--- config.mk ---
export PLATFORM = sky130hd
export DESIGN_NAME = bip_run_controller
export DESIGN_NICKNAME = d
export VERILOG_FILES = /design/src/rtl/bip_ctrl_pkg.sv /design/src/rtl/bip_sat_counter.sv /design/src/rtl/bip_run_controller.sv
export SDC_FILE = /design/constraint.sdc
export NUM_CORES = 1
export LEC_CHECK = 0
export CAP_MARGIN = 20
export CORE_AREA = 2 2 52 54
export CTS_BUF_LIST = sky130_fd_sc_hd__clkbuf_4
export DETAILED_ROUTE_END_ITERATION = 10
export DIE_AREA = 0 0 54 56
export DONT_BUFFER_PORTS = 1
export PLACE_DENSITY = 0.79
export SYNTH_ARGS = -nofsm -noshare
export SYNTH_HDL_FRONTEND = slang
export SYNTH_SLANG_ARGS = --single-unit
--- constraint.sdc ---
create_clock -name clk -period 2.1 [get_ports clk]
set_input_delay 0.42 -clock clk [delete_from_list [all_inputs] [get_ports clk]]
set_output_delay 0.42 -clock clk [all_outputs]
set_load 0.1 [all_outputs]
--- src/rtl/bip_ctrl_pkg.sv ---
// Shared types and encodings for the BIP run/step/halt sequencer.
package bip_ctrl_pkg;

    typedef enum logic [2:0] {
        S_IDLE,
        S_RUN,
        S_STEP,
        S_REPORT,
        S_HALT
    } state_e;

    localparam logic [1:0] CMD_RUN   = 2'b00;
    localparam logic [1:0] CMD_STEP  = 2'b01;
    localparam logic [1:0] CMD_STOP  = 2'b10;
    localparam logic [1:0] CMD_CLEAR = 2'b11;

    localparam logic [4:0] OP_HLT = 5'b00000;

endpackage

--- src/rtl/bip_sat_counter.sv ---
// Saturating up-counter with synchronous clear; clear has priority over increment.
module bip_sat_counter #(
    parameter int CW = 16
) (
    input  logic          clk,
    input  logic          rst_n,
    input  logic          clr_i,
    input  logic          inc_i,
    output logic [CW-1:0] cnt_o
);

    logic [CW-1:0] cnt_q, cnt_d;

    always_comb begin
        cnt_d = cnt_q;
        if (clr_i)
            cnt_d = '0;
        else if (inc_i && (cnt_q != '1))
            cnt_d = cnt_q + 1'b1;
    end

    always_ff @(posedge clk) begin
        if (!rst_n)
            cnt_q <= '0;
        else
            cnt_q <= cnt_d;
    end

    assign cnt_o = cnt_q;

endmodule

--- src/rtl/bip_run_controller.sv ---
// Run/step/halt sequencer for the BIP core with a handshaked halt report.
// Define BIP_STEP_EN to build single-step support; otherwise STEP is ignored.
module bip_run_controller
    import bip_ctrl_pkg::*;
#(
    parameter int AB = 11,
    parameter int CW = 16
) (
    input  logic          clk,
    input  logic          rst_n,
    input  logic          cmd_valid,
    output logic          cmd_ready,
    input  logic [1:0]    cmd,
    input  logic [4:0]    OpCode,
    input  logic [AB-1:0] Addr,
    output logic          start_bip,
    output logic          halted,
    output logic [CW-1:0] cycles,
    output logic [AB-1:0] halt_addr,
    output logic          rpt_valid,
    input  logic          rpt_ready,
    output logic          rpt_cause
);

    state_e        state_q, state_d;
    logic          cause_q, cause_d;
    logic [AB-1:0] addr_q, addr_d;
    logic          clr;
    logic          accept;
    logic          is_hlt;

    assign is_hlt = (OpCode == OP_HLT);
    assign accept = cmd_valid && cmd_ready;

    always_comb begin
        state_d   = state_q;
        cause_d   = cause_q;
        addr_d    = addr_q;
        clr       = 1'b0;
        cmd_ready = 1'b0;
        start_bip = 1'b0;
        halted    = 1'b0;
        rpt_valid = 1'b0;
        unique case (state_q)
            S_IDLE: begin
                cmd_ready = 1'b1;
                if (accept) begin
                    unique case (cmd)
                        CMD_RUN:   state_d = S_RUN;
`ifdef BIP_STEP_EN
                        CMD_STEP:  state_d = S_STEP;
`endif
                        CMD_CLEAR: clr = 1'b1;
                        default: ;
                    endcase
                end
            end
            S_RUN: begin
                cmd_ready = 1'b1;
                start_bip = !is_hlt;
                // HLT outranks a simultaneous STOP
                if (is_hlt) begin
                    state_d = S_REPORT;
                    cause_d = 1'b1;
                    addr_d  = Addr;
                end else if (accept && (cmd == CMD_STOP)) begin
                    state_d = S_REPORT;
                    cause_d = 1'b0;
                    addr_d  = Addr;
                end
            end
`ifdef BIP_STEP_EN
            S_STEP: begin
                start_bip = !is_hlt;
                state_d   = S_REPORT;
                cause_d   = is_hlt;
                addr_d    = Addr;
            end
`endif
            S_REPORT: begin
                rpt_valid = 1'b1;
                if (rpt_ready)
                    state_d = S_HALT;
            end
            S_HALT: begin
                cmd_ready = 1'b1;
                halted    = 1'b1;
                if (accept) begin
                    unique case (cmd)
                        CMD_RUN:   state_d = S_RUN;
`ifdef BIP_STEP_EN
                        CMD_STEP:  state_d = S_STEP;
`endif
                        CMD_CLEAR: begin
                            state_d = S_IDLE;
                            clr     = 1'b1;
                            addr_d  = '0;
                        end
                        default: ;
                    endcase
                end
            end
            default: state_d = S_IDLE;
        endcase
    end

    always_ff @(posedge clk) begin
        if (!rst_n) begin
            state_q <= S_IDLE;
            cause_q <= 1'b0;
            addr_q  <= '0;
        end else begin
            state_q <= state_d;
            cause_q <= cause_d;
            addr_q  <= addr_d;
        end
    end

    bip_sat_counter #(.CW(CW)) u_cnt (
        .clk   (clk),
        .rst_n (rst_n),
        .clr_i (clr),
        .inc_i (start_bip),
        .cnt_o (cycles)
    );

    assign halt_addr = addr_q;
    assign rpt_cause = cause_q;

endmodule
==> flow_summary.toml <==
[outcome]
status = "finished clean"

[global_route]
grt_max_degree = 15
grt-ovfl-total = 0
grt_pass1_vias = 1451
antenna_found_initial = 0
grtUsageTotal = 0.2675
grt_pass1_wl_mm = 6.258

[power]
p_leak_nw = 0.7610
power_density_mw_per_mm2 = 749.9
p_clk_frac = 0.305
comb_power_share = 0.265
power_w = 0.001485
seq_power_share = 0.430
switching_share = 0.3387
peakVddDrop_mv = 0.7343
switchingPower_w = 0.0005031
p_int_w = 0.0009822

[route]
firstDrtPassIters = 4
remaining_drc_errors = 0
wirelength_mm = 4.045
routed_via_density = 6.510
wl_per_cell_um = 16.78
drt_iter0_drc = 88
ant_nets = 0
num_vias = 1569

[worst_hold_path]
hold_start = "Addr[4]"
hold_path_depth = 1
holdPathEnd = "halt_addr[4]$_SDFFE_PN0P_"
hp-class = "in -> reg"

[synth]
synthArstFlopShare = 0
yosysUniqueCellTypes = 40
syn_avg_cell_area_um2 = 8.874
synthFlopType = "dfxtp_1"
yosys_warnings = 0
syn-num-nets = 196
ys_ff_latch = 31
synth-edff-count = 0
yosysSeqAreaShare = 0.4042
netlist_instances = 173
synth.cell_area_mm2 = 0.001535

[place]
portBuffers = 0
gp_congestion = 0.8188
place_ws_ns = -0.1048
dp_hpwl_mm = 2.911

[clock_network]
cts.sinks = 31
root_buffer = "clkbuf_4"
h-tree-depth = 2
clkLatencyLatePin_ns = 0.33
cts_tree = "yes"
cts_made_buffers = 5
post_cts.repair.setup_buffers = 0
cts.reportedPaths.clkPinSlew_ns = 0.10
clk_path_buf_depth = 2

[worst_setup_path]
ff2ff_setup_slack_ns = 0.13
crit_fanout = 9
cp_slowest_cell = "or4_4"
worstReg2RegEnd = "u_cnt.cnt_o[9]$_SDFFE_PP0P_"
r2r-start = "state_q[0]$_SDFFE_PN0P_"
critPathLaunchType = "primary input"
arrival_ns = 1.64
slowest_delay_ns = 0.54
path_class = "in -> out"
critPathRequiredTime_ns = 1.68
worst-r2r-cell-count = 4
cp_cell_sequence = "or4_4 -> o21ai_4 -> clkinvlp_4 -> buf_12"
end_kind = "output port"

[finish]
final_common_cell = "buf_4"
layout_common_cells = "buf_4, dfxtp_2, nand2_1"
drive_above_1_share = 0.3555
nets = 233
synthToLayoutAreaGrowth_pct = 29.01
diodes = 0
num-fill-cells = 172
final_core_util = 0.8143

[timing]
setup_viol = 0
rsz0062_at_grt = "false"
tns_ns = 0
tightest_slew_ns = 0.7680
fin_worst_skew_ns = 0.005294
fmax_ghz = 0.4864
final_period_minus_worst_setup_slack_ns = 2.056
maxSlewHeadroom = 0.4880
hold_viol = 0
period_share = 0.9791
worst_hold_slack_ns = 0.2162
worst_slack_ns = 0.04389
maxSlewViolCount = 0

[die]
die_h_um = 56
start_util = 0.6312
row_count = 18
io_pins = 54
die_w_um = 54
die_area_mm2 = 0.003024
fp.coreArea_mm2 = 0.002432

[job]
timing.max_cap.violations = 0
[through the flow]
stage / area [um2] / cells
2_1_floorplan: 1594 / 173
3_3_place_gp: 1877 / 233
3_5_place_dp: 1877 / 233
4_1_cts: 1972 / 241
5_1_grt: 1981 / 241
6_report: 1981 / 241
[critical path: cells and delay by family]
kind            cells  cell delay, ns
buf+inv             2            0.38
simple gates        1            0.54
compound gates      1            0.29
[synthesized netlist by cell type (all sizes together) (3+ instances only)]
cell type / number / area (um2)
nand4: 6 / 37.54
a211o: 3 / 27.53
dfxtp: 31 / 620.6
nor3: 3 / 15.01
inv: 9 / 33.78
o31ai: 10 / 75.07
buf: 4 / 37.53
nor2: 3 / 11.26
o21ai: 3 / 15.01
and3: 4 / 25.02
nor4: 3 / 18.77
a22o: 12 / 105.1
mux2i: 4 / 40.04
or4: 10 / 75.07
a21oi: 15 / 75.07
nand3: 9 / 45.04
clkbuf: 4 / 15.01
nand2: 15 / 56.30
[worst max-delay path by stage]
stage | from | endpoint
3_5_place_dp | state_q[2]$_SDFFE_PN0P_ | halt_addr[5]$_SDFFE_PN0P_
4_1_cts | state_q[2]$_SDFFE_PN0P_ | halted
6_report | OpCode[0] | start_bip
5_1_grt | OpCode[0] | start_bip
2_1_floorplan | OpCode[0] | u_cnt.cnt_o[1]$_SDFFE_PP0P_
3_3_place_gp | OpCode[0] | start_bip
[logic make-up after synthesis]
group                      share of synthesized area
muxes                                        0.02608
AOI/OAI and AO/OA                             0.2575
adders and majority gates                   0.008149
buffers and inverters                        0.05623
and+or+nand+nor                               0.2478
DFF                                           0.4042
[metal layers]
layer  track usage  wire, um  vias to the layer above
li1              -         -                      757
met1        0.3496      1702                      744
met2        0.4251      2028                       63
met3       0.08065       287                        5
met4       0.06429        27                        0
met5             0         0                        -
[power by group through the flow]
stage | combinational, W | sequential, W | clock (W)
floorplan | 0.000207 | 0.000737 | 0
global placement | 0.000376 | 0.000648 | 0
detailed placement | 0.000382 | 0.000650 | 0
CTS | 0.000387 | 0.000638 | 0.000466
global route | 0.000414 | 0.000643 | 0.000488
finish | 0.000394 | 0.000638 | 0.000453
[timing repair]
action                                  4_1_cts  5_1_grt
endpoints found under the setup margin       13        2
hold buffers                                  0        0
hold endpoints to repair                      0        0
gates cloned                                  0        0
gates resized for setup                       6        2
pin swaps                                     0        1
[state kept, by name (all words and copies together), names as in the netlist]
name         count
halt_addr       11
rpt_cause        1
state_q          3
u_cnt.cnt_o     16
[cell type report]
type                    instances  area [um2]  share of cell area
multi-input cells             125       872.1              0.4403
flip-flops and latches         31       651.9              0.3291
repair buffers                 38       301.5              0.1522
inverters                       9       41.29             0.02085
clock inverters                 3       38.79             0.01958
clock buffers                   5       37.54             0.01895
well taps                      30       37.54             0.01895
No activity file was read; power rests on OpenSTA's default activity.
